[src/rtl/load_format_unit.sv]
// Load-data formatter: lane extract + sign/zero extend + fault flagging, behind a 2-entry output buffer.
// Define LOAD_MERGE_EN to build the LWL/LWR unaligned-merge datapath; otherwise merge requests fault.
module load_format_unit #(
    parameter int DATA_W = 32,
    parameter int OFF_W  = $clog2(DATA_W/8),
    parameter int CNT_W  = 8
) (
    input  logic              clk,
    input  logic              rst,
    input  logic              in_valid,
    output logic              in_ready,
    input  logic [DATA_W-1:0] in_data,
    input  logic [OFF_W-1:0]  in_off,
    input  logic [1:0]        in_size,
    input  logic              in_sign,
    input  logic [1:0]        in_merge,
    input  logic [DATA_W-1:0] in_rt,
    output logic              out_valid,
    input  logic              out_ready,
    output logic [DATA_W-1:0] out_data,
    output logic              out_fault,
    output logic [CNT_W-1:0]  fault_cnt
);

    logic [DATA_W-1:0] shifted;
    logic [DATA_W-1:0] lane_mask;
    logic [DATA_W-1:0] lane;
    logic              lane_msb;
    logic [OFF_W-1:0]  align_mask;
    logic              size_bad;
    logic              misaligned;
    logic [DATA_W-1:0] fmt_data;
    logic              fmt_fault;

    always_comb begin
        shifted    = in_data >> {in_off, 3'b000};
        lane_mask  = '1;
        lane_msb   = shifted[DATA_W-1];
        align_mask = '0;
        case (in_size)
            2'd0: begin
                lane_mask  = DATA_W'(8'hFF);
                lane_msb   = shifted[7];
                align_mask = '0;
            end
            2'd1: begin
                lane_mask  = DATA_W'(16'hFFFF);
                lane_msb   = shifted[15];
                align_mask = OFF_W'(1);
            end
            2'd2: begin
                lane_mask  = DATA_W'(32'hFFFF_FFFF);
                lane_msb   = shifted[31];
                align_mask = OFF_W'(3);
            end
            default: begin
                lane_mask  = '1;
                lane_msb   = shifted[DATA_W-1];
                align_mask = OFF_W'(7);
            end
        endcase
        lane       = (shifted & lane_mask) | ({DATA_W{in_sign & lane_msb}} & ~lane_mask);
        size_bad   = int'(in_size) > OFF_W;
        misaligned = (in_off & align_mask) != '0;
    end

`ifdef LOAD_MERGE_EN
    logic [DATA_W-1:0] merge_data;

    // ~in_off == B-1-k, the number of rt bytes LWL keeps at the bottom.
    always_comb begin
        if (in_merge == 2'd1) begin
            merge_data = (in_data << {~in_off, 3'b000})
                       | (in_rt & ~({DATA_W{1'b1}} << {~in_off, 3'b000}));
        end else begin
            merge_data = (in_data >> {in_off, 3'b000})
                       | (in_rt & ~({DATA_W{1'b1}} >> {in_off, 3'b000}));
        end
    end
`else
    logic unused_rt;
    assign unused_rt = ^in_rt;
`endif

    always_comb begin
        fmt_data  = '0;
        fmt_fault = 1'b0;
        if (in_merge == 2'd3) begin
            fmt_fault = 1'b1;
        end else if (in_merge != 2'd0) begin
`ifdef LOAD_MERGE_EN
            fmt_data  = merge_data;
`else
            fmt_fault = 1'b1;
`endif
        end else if (size_bad || misaligned) begin
            fmt_fault = 1'b1;
        end else begin
            fmt_data  = lane;
        end
    end

    logic [DATA_W-1:0] head_data_q, head_data_d;
    logic              head_fault_q, head_fault_d;
    logic [DATA_W-1:0] tail_data_q, tail_data_d;
    logic              tail_fault_q, tail_fault_d;
    logic [1:0]        count_q, count_d;
    logic [CNT_W-1:0]  fault_cnt_q, fault_cnt_d;
    logic              push;
    logic              pop;

    assign in_ready  = (count_q != 2'd2) & ~rst;
    assign out_valid = count_q != 2'd0;
    assign out_data  = head_data_q;
    assign out_fault = head_fault_q;
    assign fault_cnt = fault_cnt_q;
    assign push      = in_valid & in_ready;
    assign pop       = out_valid & out_ready;

    always_comb begin
        head_data_d  = head_data_q;
        head_fault_d = head_fault_q;
        tail_data_d  = tail_data_q;
        tail_fault_d = tail_fault_q;
        count_d      = count_q;
        fault_cnt_d  = fault_cnt_q;
        case ({push, pop})
            2'b10: begin
                if (count_q == 2'd0) begin
                    head_data_d  = fmt_data;
                    head_fault_d = fmt_fault;
                end else begin
                    tail_data_d  = fmt_data;
                    tail_fault_d = fmt_fault;
                end
                count_d = count_q + 2'd1;
            end
            2'b01: begin
                head_data_d  = tail_data_q;
                head_fault_d = tail_fault_q;
                count_d      = count_q - 2'd1;
            end
            // Simultaneous push/pop only happens at count 1: new entry becomes head.
            2'b11: begin
                head_data_d  = fmt_data;
                head_fault_d = fmt_fault;
            end
            default: ;
        endcase
        if (push && fmt_fault && (fault_cnt_q != {CNT_W{1'b1}})) begin
            fault_cnt_d = fault_cnt_q + 1'b1;
        end
    end

    always_ff @(posedge clk) begin
        if (rst) begin
            head_data_q  <= '0;
            head_fault_q <= 1'b0;
            tail_data_q  <= '0;
            tail_fault_q <= 1'b0;
            count_q      <= 2'd0;
            fault_cnt_q  <= '0;
        end else begin
            head_data_q  <= head_data_d;
            head_fault_q <= head_fault_d;
            tail_data_q  <= tail_data_d;
            tail_fault_q <= tail_fault_d;
            count_q      <= count_d;
            fault_cnt_q  <= fault_cnt_d;
        end
    end

endmodule

[config.mk]
export PLATFORM = sky130hd
export DESIGN_NAME = load_format_unit
export DESIGN_NICKNAME = d
export VERILOG_FILES = /design/src/rtl/load_format_unit.sv
export SDC_FILE = /design/constraint.sdc
export NUM_CORES = 1
export LEC_CHECK = 0
export BUFFER_PORTS_ARGS = -buffer_cell sky130_fd_sc_hd__buf_2
export CAP_MARGIN = 25
export CORE_MARGIN = 2
export CORE_UTILIZATION = 35
export DETAILED_ROUTE_END_ITERATION = 7
export MAX_ROUTING_LAYER = met4
export PLACE_DENSITY = 0.61
export SYNTH_ARGS = -nofsm -noshare
export SYNTH_HDL_FRONTEND = slang
export SYNTH_SLANG_ARGS = --single-unit
[constraint.sdc]
create_clock -name clk -period 3.2 [get_ports clk]
set_clock_uncertainty 0.1 [all_clocks]
set_input_delay 0 -clock clk [delete_from_list [all_inputs] [get_ports clk]]
set_output_delay 0 -clock clk [all_outputs]
set_load 0.005 [all_outputs]
==> results.cfg <==
[run_status]
outcome = finished, final reports clean

[placement]
numPortBuffers = 85
gp_congestion = 0.8083
dp_slack_ns = 0.7110
dp_cells = 664
place_hpwl_um = 7906

[detailed_routing]
drt-vias-per-instance = 5.436
wl_per_cell_um = 16.41
dr_wl_met3_um = 684
dr.first_iter.drc_count = 307
antenna_left = 0
wl_met1_um = 5084
wl_met2_um = 5380
totalWireLength_um = 11250
dr.max_layer_used = met4
firstDrtPassIters = 4
drc = 0
vias = 3729

[die]
io_pins = 118
num_rows = 38
die-area_um2 = 12200
start_util_pct = 36.26
die_w_um = 110.4
design.core.area_um2 = 10940
die_h_um = 110.4

[worst_setup_path]
critPathMaxFanout = 41
worstPathRequired_ns = 3.29
critPathKind = reg -> reg
worstSetupStartpointType = flop
reg2reg_depth = 8
cp_data_arrival_time_ns = 2.58
end_kind = flop

[global_route]
grt_pass1_wl_um = 18520
grt-ovfl-total = 0
grt_pass1_vias = 3630
grt_antenna_before_repair = 0
grt_use_total_pct = 18.91
grt_start_max_net_pins = 56

[synthesis]
synth_warnings = 0
synth_cell_types = 49
syn_nets = 552
synth_cells = 474
syn_avg_cell_area_um2 = 8.365
yosysSeqAreaShare_pct = 38.37
synthArstFlopShare_pct = 0
ys.flop_type = dfxtp_1
ys_ff_latch = 76
synth_edf_count = 0
syn_area_um2 = 3965

[clocking]
clk_latency_ns = 0.33
cts_buffers = 9
clk_path_buf_depth = 2
cts_tree = built
clkSlewWorstSetupHoldPaths_ns = 0.06
cts_sinks = 76
htree_levels = 3
cts_root_buffer = clkbuf_16

[sta]
rsz0062_at_grt = false
setup_slack_ns = 0.7084
worstMarginPinSlew_ns = 0.8164
period_share_pct = 77.86
slew_headroom_pct = 45.57
fin_tns_setup_ns = 0
max_freq_ghz = 0.4013
maxSlewViolCount = 0
fin_crit_ns = 2.492
setup_violations = 0
hold_violations = 0

[pwr]
power.density_nw_per_um2 = 681.3
p_leak_nw = 1.850
peakVddDrop_uv = 282.2
fin_total_pwr_mw = 3.281

[finish]
fin_nets = 620
final_cells = 686
syn_to_final_growth_pct = 21.46
insertedDiodeCount = 0
drive_gt1_share_pct = 22.16

[min_path]
worst_hold_path_type = in -> reg
worstHoldPathCells = 4

[flow_run]
cap_violations = 0
-- power by group --
group	internal [mW]	leakage, nW	total [mW]	switching (mW)
registers	1.12	0.619	1.20	0.0843
logic	0.375	1.07	0.918	0.543
clock network	0.779	0.162	1.16	0.383
-- logic make-up after synthesis --
kind of cell             share of synthesized area [%]
AND/OR/NAND/NOR                                  18.68
AO/OA/AOI/OAI                                    27.83
flip-flops                                       38.37
buffers and inverters                            6.500
multiplexers                                     5.901
XOR/XNOR                                         1.767
adder cells (fa/ha/maj)                         0.9468
-- Yosys cell counts (8+ instances only) --
library cell	count	area (um2)
a311oi_1	16	140.1
nor3_1	23	115.1
a21oi_1	18	90.09
o31ai_1	8	60.06
buf_2	10	50.05
nor2b_1	9	56.30
o21a_1	8	60.06
o21ai_1	12	60.06
a2111oi_0	12	105.1
clkbuf_1	20	75.07
a211oi_1	16	120.1
dfxtp_1	76	1521
nor2_1	53	198.9
nand2_1	52	195.2
mux2i_1	22	220.2
a21boi_0	8	60.06
o21ai_0	32	160.2
-- what timing repair did --
action,in CTS,in global routing
hold endpoints to repair,7,0
hold buffers,7,0
gates resized for setup,0,0
setup endpoints to repair,0,0
setup buffers,0,0
-- cell usage in the layout (no fill, tap or decap), drive strengths merged --
cell,instances
ha,3
and4,1
a31o,1
a21boi,9
nand3,4
nand2b,5
nand4,2
o211ai,3
or3,2
nand2,52
o2bb2ai,7
buf,93
nor3b,1
o21ai,45
inv,3
a21oi,18
a211oi,16
or2,2
a2111oi,14
xnor2,3
clkbuf,11
o311a,7
nor2,54
dlygate4sd3,7
nor3,23
clkinvlp,1
o21a,8
dfxtp,76
mux2i,23
o31ai,8
and3,5
a311oi,18
nand4b,1
bufinv,3
and2,3
nor2b,9
xor2,5
-- layer usage --
layer	global-route usage [%]	vias up
met5	-	-
met4	3.333	0
met1	25.04	1738
met3	4.830	10
met2	29.65	113
li1	-	1868
-- critical path: stages, from the launching register on --
cell	delay, ns
dfxtp_1	0.39
or2_1	0.26
nand2_1	0.18
inv_1	0.10
ha_2	0.72
buf_12	0.26
nor3b_1	0.07
a21oi_1	0.16
a211oi_1	0.09
-- state kept, by name, summed over array words and instances (netlist names) --
| signal | flops |
|---|---|
| tail_data_q | 32 |
| out_fault | 1 |
| fault_cnt | 8 |
| tail_fault_q | 1 |
| count_q | 2 |
| out_data | 32 |
-- metrics by stage --
stage / area (um2) / utilization, % / hold WS [ns]
floorplan: 3965 / - / 0.1191
global placement: 4405 / 40.29 / 0.2726
detailed placement: 4405 / 40.29 / 0.2956
finish: 4816 / 44.04 / 0.01864
CTS: 4816 / 44.04 / 0.01642
global route: 4816 / 44.04 / 0.01738
-- cell type report --
| class | count | area [um2] |
|---|---|---|
| fillers | 1109 | 6120 |
| flip-flops and latches | 76 | 1521 |
| clock inverters | 4 | 97.59 |
| multi-input cells | 352 | 2200 |
| clock buffers | 11 | 242.7 |
| repair buffers | 100 | 568.0 |
| inverters | 3 | 11.26 |
| well taps | 140 | 175.2 |
-- path summary, 6_finish.rpt --
| kind | startpoint | end | slack (ns) |
|---|---|---|---|
| setup reg to reg | count_q[0] | out_data[7] | 0.71 |
| hold / removal | out_ready | out_fault | 0.02 |
| hold reg to reg | tail_data_q[25] | tail_data_q[25] | 0.35 |
| setup / recovery | count_q[0] | out_data[7] | 0.71 |
Note: power is estimated with default switching activity, not from simulation.
